$ cat src/rtl/alu_issue_ctrl.sv
// alu_issue_ctrl: multi-cycle issue controller driving a combinational ALU.
// Accepts one MIPS instruction, reads rs/rt from a synchronous-read register
// file, holds the ALU inputs for SETTLE_CYCLES (1..15), then writes back,
// resolves a branch or flags an illegal encoding.
// Optional feature macro: ALU_SEQ_PERF_EN (retired/illegal perf counters).
module alu_issue_ctrl #(
    parameter int SETTLE_CYCLES = 1,
    parameter int RF_ADDR_W     = 5
) (
    input  logic                 clk,
    input  logic                 reset,
    input  logic                 instr_valid,
    output logic                 instr_ready,
    input  logic [31:0]          instr,
    output logic [RF_ADDR_W-1:0] rf_rs_addr,
    output logic [RF_ADDR_W-1:0] rf_rt_addr,
    input  logic [31:0]          rf_rs_data,
    input  logic [31:0]          rf_rt_data,
    output logic                 rf_we,
    output logic [RF_ADDR_W-1:0] rf_waddr,
    output logic [31:0]          rf_wdata,
    output logic [5:0]           alu_op,
    output logic [31:0]          alu_a,
    output logic [31:0]          alu_b,
    input  logic [31:0]          alu_result,
    input  logic                 alu_condition,
    output logic                 done,
    output logic                 branch_valid,
    output logic                 branch_taken,
    output logic                 illegal,
    output logic [31:0]          perf_retired,
    output logic [15:0]          perf_illegal
);

    typedef enum logic [1:0] {IDLE, READ, EXEC, WB} ctrlState;

    localparam logic [5:0] OP_SPECIAL  = 6'b000000;
    localparam logic [5:0] OP_SPECIAL2 = 6'b011100;
    localparam logic [5:0] OP_J        = 6'b000010;
    localparam logic [5:0] OP_BEQ      = 6'b000100;
    localparam logic [5:0] OP_BNE      = 6'b000101;
    localparam logic [5:0] OP_BLEZ     = 6'b000110;
    localparam logic [5:0] OP_BGTZ     = 6'b000111;
    localparam logic [5:0] OP_ADDI     = 6'b001000;
    localparam logic [5:0] OP_ADDIU    = 6'b001001;
    localparam logic [5:0] OP_SLTI     = 6'b001010;
    localparam logic [5:0] OP_SLTIU    = 6'b001011;
    localparam logic [5:0] OP_ANDI     = 6'b001100;
    localparam logic [5:0] OP_ORI      = 6'b001101;
    localparam logic [5:0] OP_XORI     = 6'b001110;
    localparam logic [5:0] OP_LUI      = 6'b001111;
    localparam logic [5:0] ALU_NOP     = 6'b111111;

    ctrlState state;

    // Only the instruction fields needed after READ are kept.
    logic [5:0]  opQ;
    logic [4:0]  rtQ;
    logic [15:0] immQ;

    // First EXEC cycle loads the ALU inputs (register data is valid then);
    // settleCnt then counts the cycles the inputs are held.
    logic        opsLoaded;
    logic [3:0]  settleCnt;
    logic        retireNow;

    // Decode results captured alongside the ALU inputs for write-back.
    logic                 wbWrite;
    logic [RF_ADDR_W-1:0] wbAddr;
    logic                 wbBranch;
    logic                 wbInvert;
    logic                 wbSetLess;
    logic                 wbIllegal;

    logic [5:0]           funct;
    logic [31:0]          immSext;
    logic [31:0]          immZext;
    logic                 rTypeLegal;
    logic [5:0]           decOp;
    logic [31:0]          decA;
    logic [31:0]          decB;
    logic [RF_ADDR_W-1:0] decWaddr;
    logic                 decWrite;
    logic                 decBranch;
    logic                 decInvert;
    logic                 decSetLess;
    logic                 decIllegal;

    assign funct     = immQ[5:0];
    assign immSext   = {{16{immQ[15]}}, immQ};
    assign immZext   = {16'h0000, immQ};
    assign retireNow = (state == EXEC) && opsLoaded && (settleCnt == 4'd1);

    // Supported SPECIAL funct codes pass straight through as the ALU op.
    always_comb begin
        case (funct)
            6'b100000, 6'b100001, 6'b100010, 6'b100011,
            6'b100100, 6'b100101, 6'b100110, 6'b100111,
            6'b101010, 6'b101011, 6'b000000, 6'b000010,
            6'b000011, 6'b000100, 6'b000110, 6'b000111,
            6'b001010, 6'b001011: rTypeLegal = 1'b1;
            default:              rTypeLegal = 1'b0;
        endcase
    end

    // Instruction decode into ALU inputs and write-back/branch intent.
    always_comb begin
        // NOTE: every output gets a default first so no path leaves one
        // unassigned, which would otherwise infer a latch.
        decOp      = ALU_NOP;
        decA       = 32'h0;
        decB       = 32'h0;
        decWaddr   = '0;
        decWrite   = 1'b0;
        decBranch  = 1'b0;
        decInvert  = 1'b0;
        decSetLess = 1'b0;
        decIllegal = 1'b0;
        case (opQ)
            OP_SPECIAL: begin
                if (rTypeLegal) begin
                    decOp      = funct;
                    decA       = rf_rs_data;
                    decB       = rf_rt_data;
                    decWaddr   = RF_ADDR_W'(immQ[15:11]);
                    decSetLess = (funct == 6'b101010) || (funct == 6'b101011);
                    case (funct)
                        6'b001010: decWrite = (rf_rt_data == 32'h0);  // MOVZ
                        6'b001011: decWrite = (rf_rt_data != 32'h0);  // MOVN
                        default:   decWrite = 1'b1;
                    endcase
                end else begin
                    decIllegal = 1'b1;
                end
            end
            OP_SPECIAL2: begin
                if (funct == 6'b100001 || funct == 6'b100000) begin
                    decOp    = funct[0] ? 6'b011100 : 6'b011101;  // CLO : CLZ
                    decA     = rf_rs_data;
                    decWaddr = RF_ADDR_W'(immQ[15:11]);
                    decWrite = 1'b1;
                end else begin
                    decIllegal = 1'b1;
                end
            end
            OP_ADDI, OP_ADDIU, OP_SLTI, OP_SLTIU,
            OP_ANDI, OP_ORI, OP_XORI: begin
                decA     = rf_rs_data;
                decWaddr = RF_ADDR_W'(rtQ);
                decWrite = 1'b1;
                case (opQ)
                    OP_ADDI:  begin decOp = 6'b100000; decB = immSext; end
                    OP_ADDIU: begin decOp = 6'b100001; decB = immSext; end
                    OP_SLTI:  begin decOp = 6'b101010; decB = immSext; decSetLess = 1'b1; end
                    OP_SLTIU: begin decOp = 6'b101011; decB = immSext; decSetLess = 1'b1; end
                    OP_ANDI:  begin decOp = 6'b100100; decB = immZext; end
                    OP_ORI:   begin decOp = 6'b100101; decB = immZext; end
                    default:  begin decOp = 6'b100110; decB = immZext; end  // XORI
                endcase
            end
            OP_LUI: begin
                decOp    = ALU_NOP;
                decA     = {immQ, 16'h0000};
                decWaddr = RF_ADDR_W'(rtQ);
                decWrite = 1'b1;
            end
            OP_J: begin
                decOp     = 6'b011111;
                decBranch = 1'b1;
            end
            OP_BEQ, OP_BNE: begin
                // Equality is tested as "rs ^ rt is zero" by the ALU.
                decOp     = 6'b011011;
                decA      = rf_rs_data ^ rf_rt_data;
                decBranch = 1'b1;
                decInvert = (opQ == OP_BNE);
            end
            OP_BLEZ: begin
                decOp     = 6'b010011;
                decA      = rf_rs_data;
                decBranch = 1'b1;
            end
            OP_BGTZ: begin
                decOp     = 6'b001101;
                decA      = rf_rs_data;
                decBranch = 1'b1;
            end
            default: decIllegal = 1'b1;
        endcase
    end

    // Issue FSM: accept, read, hold ALU inputs, retire; all outputs registered.
    always_ff @(posedge clk) begin
        if (reset) begin
            state        <= IDLE;
            instr_ready  <= 1'b1;
            opQ          <= '0;
            rtQ          <= '0;
            immQ         <= '0;
            opsLoaded    <= 1'b0;
            settleCnt    <= '0;
            wbWrite      <= 1'b0;
            wbAddr       <= '0;
            wbBranch     <= 1'b0;
            wbInvert     <= 1'b0;
            wbSetLess    <= 1'b0;
            wbIllegal    <= 1'b0;
            rf_rs_addr   <= '0;
            rf_rt_addr   <= '0;
            rf_we        <= 1'b0;
            rf_waddr     <= '0;
            rf_wdata     <= 32'h0;
            alu_op       <= '0;
            alu_a        <= 32'h0;
            alu_b        <= 32'h0;
            done         <= 1'b0;
            branch_valid <= 1'b0;
            branch_taken <= 1'b0;
            illegal      <= 1'b0;
        end else begin
            // NOTE: non-blocking assignments throughout, so every register
            // samples pre-edge values regardless of statement order.
            done         <= 1'b0;
            rf_we        <= 1'b0;
            branch_valid <= 1'b0;
            branch_taken <= 1'b0;
            illegal      <= 1'b0;
            case (state)
                IDLE: begin
                    if (instr_valid) begin
                        opQ         <= instr[31:26];
                        rtQ         <= instr[20:16];
                        immQ        <= instr[15:0];
                        rf_rs_addr  <= RF_ADDR_W'(instr[25:21]);
                        rf_rt_addr  <= RF_ADDR_W'(instr[20:16]);
                        instr_ready <= 1'b0;
                        state       <= READ;
                    end
                end
                READ: begin
                    opsLoaded <= 1'b0;
                    settleCnt <= 4'(SETTLE_CYCLES);
                    state     <= EXEC;
                end
                EXEC: begin
                    if (!opsLoaded) begin
                        alu_op    <= decOp;
                        alu_a     <= decA;
                        alu_b     <= decB;
                        wbWrite   <= decWrite && (decWaddr != '0);
                        wbAddr    <= decWaddr;
                        wbBranch  <= decBranch;
                        wbInvert  <= decInvert;
                        wbSetLess <= decSetLess;
                        wbIllegal <= decIllegal;
                        opsLoaded <= 1'b1;
                    end else if (retireNow) begin
                        done         <= 1'b1;
                        rf_we        <= wbWrite;
                        rf_waddr     <= wbAddr;
                        // The ALU set-less ops report a >= b, so invert bit 0.
                        rf_wdata     <= wbSetLess ? {31'h0, ~alu_result[0]} : alu_result;
                        branch_valid <= wbBranch;
                        branch_taken <= wbBranch && (alu_condition ^ wbInvert);
                        illegal      <= wbIllegal;
                        state        <= WB;
                    end else begin
                        settleCnt <= settleCnt - 4'd1;
                    end
                end
                default: begin  // WB
                    instr_ready <= 1'b1;
                    state       <= IDLE;
                end
            endcase
        end
    end

`ifdef ALU_SEQ_PERF_EN
    // Perf counters update on the edge that raises done; illegal saturates.
    always_ff @(posedge clk) begin
        if (reset) begin
            perf_retired <= 32'h0;
            perf_illegal <= 16'h0;
        end else if (retireNow) begin
            perf_retired <= perf_retired + 32'd1;
            if (wbIllegal && (perf_illegal != 16'hFFFF)) begin
                perf_illegal <= perf_illegal + 16'd1;
            end
        end
    end
`else
    assign perf_retired = 32'h0;
    assign perf_illegal = 16'h0;
`endif

endmodule

$ cat config.mk
export PLATFORM = sky130hd
export DESIGN_NAME = alu_issue_ctrl
export DESIGN_NICKNAME = d
export VERILOG_FILES = /design/src/rtl/alu_issue_ctrl.sv
export SDC_FILE = /design/constraint.sdc
export NUM_CORES = 1
export LEC_CHECK = 0
export BUFFER_PORTS_ARGS = -buffer_cell sky130_fd_sc_hd__buf_2
export CAP_MARGIN = 10
export CORE_MARGIN = 1
export CORE_UTILIZATION = 49
export CTS_CLUSTER_SIZE = 14
export DETAILED_ROUTE_END_ITERATION = 6
export HOLD_SLACK_MARGIN = 0.02
export PLACE_DENSITY = 0.85
export SETUP_SLACK_MARGIN = 0.5
export SYNTH_ARGS = -nofsm -noshare
export SYNTH_HDL_FRONTEND = slang
export SYNTH_SLANG_ARGS = --single-unit
$ cat constraint.sdc
create_clock -name clk -period 2.4 [get_ports clk]
set_input_delay 0.48 -clock clk [delete_from_list [all_inputs] [get_ports clk]]
set_output_delay 0.48 -clock clk [all_outputs]
set_load 0.1 [all_outputs]
* Word-level counts from Yosys, hierarchy flattened
Memories as Yosys holds them, arrays and structs flattened. A register that Yosys moved wholly into a read port is not among the register bits.
Cells that the tools add are included.
** Operators by class
- Add/sub/neg operators :: 1
- Equality and inequality tests :: 27
- Multiplexer cells :: 40
- Bitwise logic cells :: 7
- Reductions and logical operators :: 29
** Operator list (count)
- $mux 32 :: 5
- $pmux 32 s5 :: 1
- $pmux 32 s2 :: 1
- $eq 6x4->1 const B :: 10
- $pmux 6 s7 :: 1
- $logic_not 32->1 :: 1
- $reduce_bool 32->1 :: 1
- $xor 32x32->32 :: 1
- $eq 6x3->1 const B :: 4
- $eq 6x6->1 const B :: 4
- $mux 6 :: 4
- $pmux 4 s6 :: 1
- $pmux 5 s3 :: 1
- $reduce_or 13->1 :: 1
- $mux 1 :: 11
- $mux 5 :: 2
- $reduce_and 3->1 :: 3
- $reduce_or 9->1 :: 1
- $mux 4 :: 2
- $ne 2x2->1 const B :: 4
- $pmux 1 s2 :: 4
- $pmux 4 s2 :: 1
- $reduce_or 4->1 :: 2
- $reduce_or 8->1 :: 1
- 22 further kinds :: 37
** Storage, ports and cells
- Flip-flop bits (word level) :: 162
- Memory bits (read-only) :: 64
- Word-level logic and storage cells :: 129
- Memories :: 1
** Memories
- (name not given) :: words 64, width 1, read ports 1, clocked after memory_dff 1, wr ports 0, RTL line 96 : case (funct)

* Logic depth before layout (Yosys ltp)
- Word-level depth :: 6
- Gate-level depth with buffers :: 9
- Gate-level depth less buffers :: 7

* Worst setup path after synthesis
Ideal clock, no wire load.
- Kind :: register to register
- From :: reg state[0]
- To :: reg alu_a[13]
- Arrival :: 1922 ps
- Data required time :: 2330 ps
- Setup slack :: 407 ps
- Stages on the path, launching flop included :: 10
- Clock period less this slack :: 1993 ps
- Path through :: dfxtp_1 > inv_1 > ha_1 > or3b_2 > a221o_1 > buf_2 > buf_2 > nor2_1 > o21ai_0 > a21oi_1
** Between the ends
- Cells in the longest elaborated chain, start to end :: 2
** RTL lines
- start: declaration :: RTL line 54 : ctrlState state;
- start signal: assignment :: RTL line 195 : state <= IDLE;
- start signal: assignment :: RTL line 237 : state <= READ;
- start signal: assignment :: RTL line 243 : state <= EXEC;
- $eq 2x2->1 :: RTL line 228 : case (state)
- $reduce_and 2->1 (no source line)
- end signal: assignment :: RTL line 214 : alu_a <= 32'h0;
- end signal: assignment :: RTL line 248 : alu_a <= decA;
- end: declaration :: RTL line 23 : output logic [31:0] alu_a,
Every way passes these cells.
A chain may end at the register's enable or synchronous reset.

* Worst setup path after layout
- From :: reg opQ[1]
- To :: reg alu_a[31]
** Between the ends
- Cells in the longest elaborated chain, start to end :: 3
** RTL lines
- start: declaration :: RTL line 57 : logic [5:0] opQ;
- start signal: assignment :: RTL line 231 : opQ <= instr[31:26];
- $eq 6x4->1 / $eq 6x3->1 (equally long branches) :: RTL line 119 : case (opQ)
- $reduce_or 9->1 (no source line) / $reduce_or 2->1 (equally long branches)
- $pmux 32 s5 * :: RTL line 119
Mark *: on every way between the ends. The rest lies on a longest branch, timed or not.

==> metrics.md <==
| Metric | Value |
|---|---|
| Die X-Extent | `roughly 130 microns` |
| Area of the multi-input gates | `0.00406 sq mm` |
| WL/cell | `18.5 microns` |
| Drt pass-1 iters | `7` |
| Worst VDD drop | `between 0.9 and 1 mV` |
| Worst Setup Start Kind | `flop` |
| Synth Register Bits | `~160` |
| Unique masters post-synth | `59` |
| Layout net count | `1,323` |
| Clk slew on worst S/H paths | `roughly 0.070 ns` |
| Final GP Congestion | `between 0.9 and 1` |
| Buf/Inv on CP | `3` |
| Synth Warn # | `0` |
| Antenna viol nets, final | `0` |
| Hold path start | `alu_result[22]` |
| Critical-path maximum fanout | `6` |
| Vias in the first global route | `around 7,500` |
| Clk sink count | `163` |
| Initial drt markers | `around 800` |
| Total negative setup slack | `0 ns` |
| Highest-delay cell along the critical path | `or4_4` |
| Hold Violations, Final | `0` |
| Critical Path, Cell by Cell | `or2_4, or4_4, o211ai_4, buf_6, buf_12, buf_4, o21ai_2, a221oi_2` |
| Asr flop ratio synth | `0%` |
| Dpl hpwl | `approximately 17,000 microns` |
| Post-Route Skew | `~0.0094 ns` |
| Relative slew slack | `roughly 64%` |
| Register area | `about 0.0033 sq mm` |
| Fillers | `about 1,300` |
| Non-Filler Instances | `~1,400` |
| CTS buffer count | `17` |
| Required @ worst endpoint | `between 2 and 3 ns` |
| CTS tree | `built` |
| H-tree depth | `4` |
| Initial antenna violation count | `0` |
| Count leader, synth | `dfxtp_1` |
| Core area | `0.0151 sq mm` |
| DR vias/cell | `5.96` |
| Post-synth top cells | `163 x dfxtp_1, 111 x nand2_1, 98 x nor2_1` |
| Total I/O pin count | `about 300` |
| Min cycle time layout | `2.01 ns` |
| Syn_area_per_cell | `8.28 sq um` |
| Die Area | `0.0160 sq mm` |
| Final setup viols | `0` |
| Leakage | `approximately 4.4 nW` |
| Critical Path End Type | `flop` |
| Max-Cap Viols | `0` |
| Max-slew violations | `0` |
| Period utilisation layout | `a little over four fifths` |
| Fmax | `about 500 MHz` |
| Sequential cell area fraction in the yosys report | `between 40 and 50%` |
| PwrDens | `roughly 1200 mW/mm^2` |
| Post-synth top area share | `43.0%` |
| Post-synth EDFFs | `0` |
| Via count | `about 8,300` |
| All-Layer GR Usage | `a little over 30%` |
| Cells after Synth | `approximately 900` |
| Worst skew pair latency | `0.44 ns` |
| Least-Margin Pin Slew | `0.544 ns` |
| Delay-heaviest family, CP | `simple AND/OR/NAND/NOR gates` |
| Worst setup margin | `0.393 ns` |
| Share of layout cells above drive strength 1 | `between 30% and 40%` |
| IO Port Bufs | `254` |
| Top cells by area, synth | `dfxtp_1 43%, a21oi_1 6.4%, nand2_1 5.5%` |
| Critical path launch point | `opQ[1]` |
| RSZ-0062 raised after global routing | `yes` |
| Pre-CTS WS | `roughly 0.28 ns` |
| Initial Util | `between 50% and 60%` |
| Placed Area | `0.00897 sq mm` |
| Status | `completed` |
| GR Overflow Total | `0` |
| Drt drc | `0` |
| Post-route cell area | `a little over 0.01 sq mm` |
| Placed cells | `1,319` |
| CTS root buffer | `clkbuf_16` |
| Clock Path Buffers | `2` |
| Total Power | `around 12 mW` |
| Worst hold slack | `between 0.2 and 0.25 ns` |
| Area grow syn2layout | `34.2%` |
| Final core occ | `67.3%` |
| Arr. time, crit path | `2.36 ns` |
| First-pass GRT wire length | `39,000 microns` |
| HP Class | `in2reg` |
| Die height | `around 130 microns` |
| Largest net degree at the start of global routing | `76` |
| CP max stage delay | `0.45 ns` |
| Drt total wl | `25,700 microns` |
| N_diodes | `0` |
| Post-synthesis cell area | `between 0.007 and 0.008 sq mm` |
| RR Startpoint | `opQ[1]` |
| Top_reg_cell synth | `dfxtp_1` |
| Post-synth top area cell | `dfxtp_1` |
| CP Class | `reg2reg` |
| FP Rows | `45` |
## timing repair
| action | CTS | global route |
|---|---|---|
| hold buffers | 0 | 0 |
| buffers inserted | 14 | 18 |
| gates cloned | 4 | 1 |
| pin swaps | 27 | 27 |
| setup endpoints to repair | 102 | 94 |
| resized for setup | 46 | 46 |
## state kept, by name, summed over array words and instances, names as in the netlist, 5 cells and up
register / flops
wbAddr: 5
rf_rs_addr: 5
rf_wdata: 32
rf_waddr: 5
alu_b: 32
opQ: 6
rtQ: 5
alu_a: 32
alu_op: 6
immQ: 16
## final cells by class
type                       instances  share of cell area (%)
multi-input combinational        667                    39.9
sequential                       163                    32.2
timing repair buffer             326                    19.5
clock buffer                      17                    4.17
tap                              188                    2.31
clock inverter                    15                    1.52
inverter                          12                   0.442
## where the power goes
part / switching (mW) / leakage (nW) / internal (mW)
clock network: 1.30 / 0.285 / 1.40
logic: 4.33 / 2.83 / 1.79
registers: 0.388 / 1.33 / 3.11
## logic make-up (layout without fill, tap and decap cells)
group                      after synthesis  count (layout)  share of synthesized area [%]
other                                    1              48                         0.0494
xor gates and xnor gates                 5               5                          0.577
adders and majority gates                4               4                          0.659
buffers and inverters                  135             370                           9.44
AOI/OAI and AO/OA                      296             297                           27.1
DFF                                    163             163                           43.0
and+or+nand+nor                        310             310                           18.8
muxes                                    3               3                          0.395
## per-layer routing
metal	vias to the layer above	part of all wire (%)	global-route usage, %
met1	3879	40	40.2
met4	0	3.8	14.8
met5	-	0	0
met3	98	11	7.34
met2	531	46	48.5
li1	3763	-	-
## placed cells by master (no fill, tap or decap), types with 14 or more instances in the layout
cell type | netlist | layout
buf_2 | 12 | 253
dfxtp_1 | 163 | 156
nand2_1 | 111 | 109
a21oi_1 | 97 | 94
nor2_1 | 98 | 94
conb_1 | 1 | 48
buf_4 | 48 | 46
o21ai_0 | 46 | 37
a221oi_1 | 41 | 35
a22o_1 | 31 | 31
nor3_1 | 28 | 26
buf_6 | 2 | 20
a221oi_2 | 14 | 19
clkbuf_16 | 0 | 18
a2bb2oi_1 | 16 | 16
a31oi_1 | 14 | 14
## path summary, 6_finish.rpt
kind | cells past startpoint | slack [ns] | to
worst max-delay path | 8 | 0.39 | alu_a[31]
worst min-delay path | 2 | 0.24 | rf_wdata[22]
worst max register to register | 8 | 0.39 | alu_a[31]
worst min register to register | 2 | 0.46 | alu_a[2]
Power figures use the tool's default switching activity.
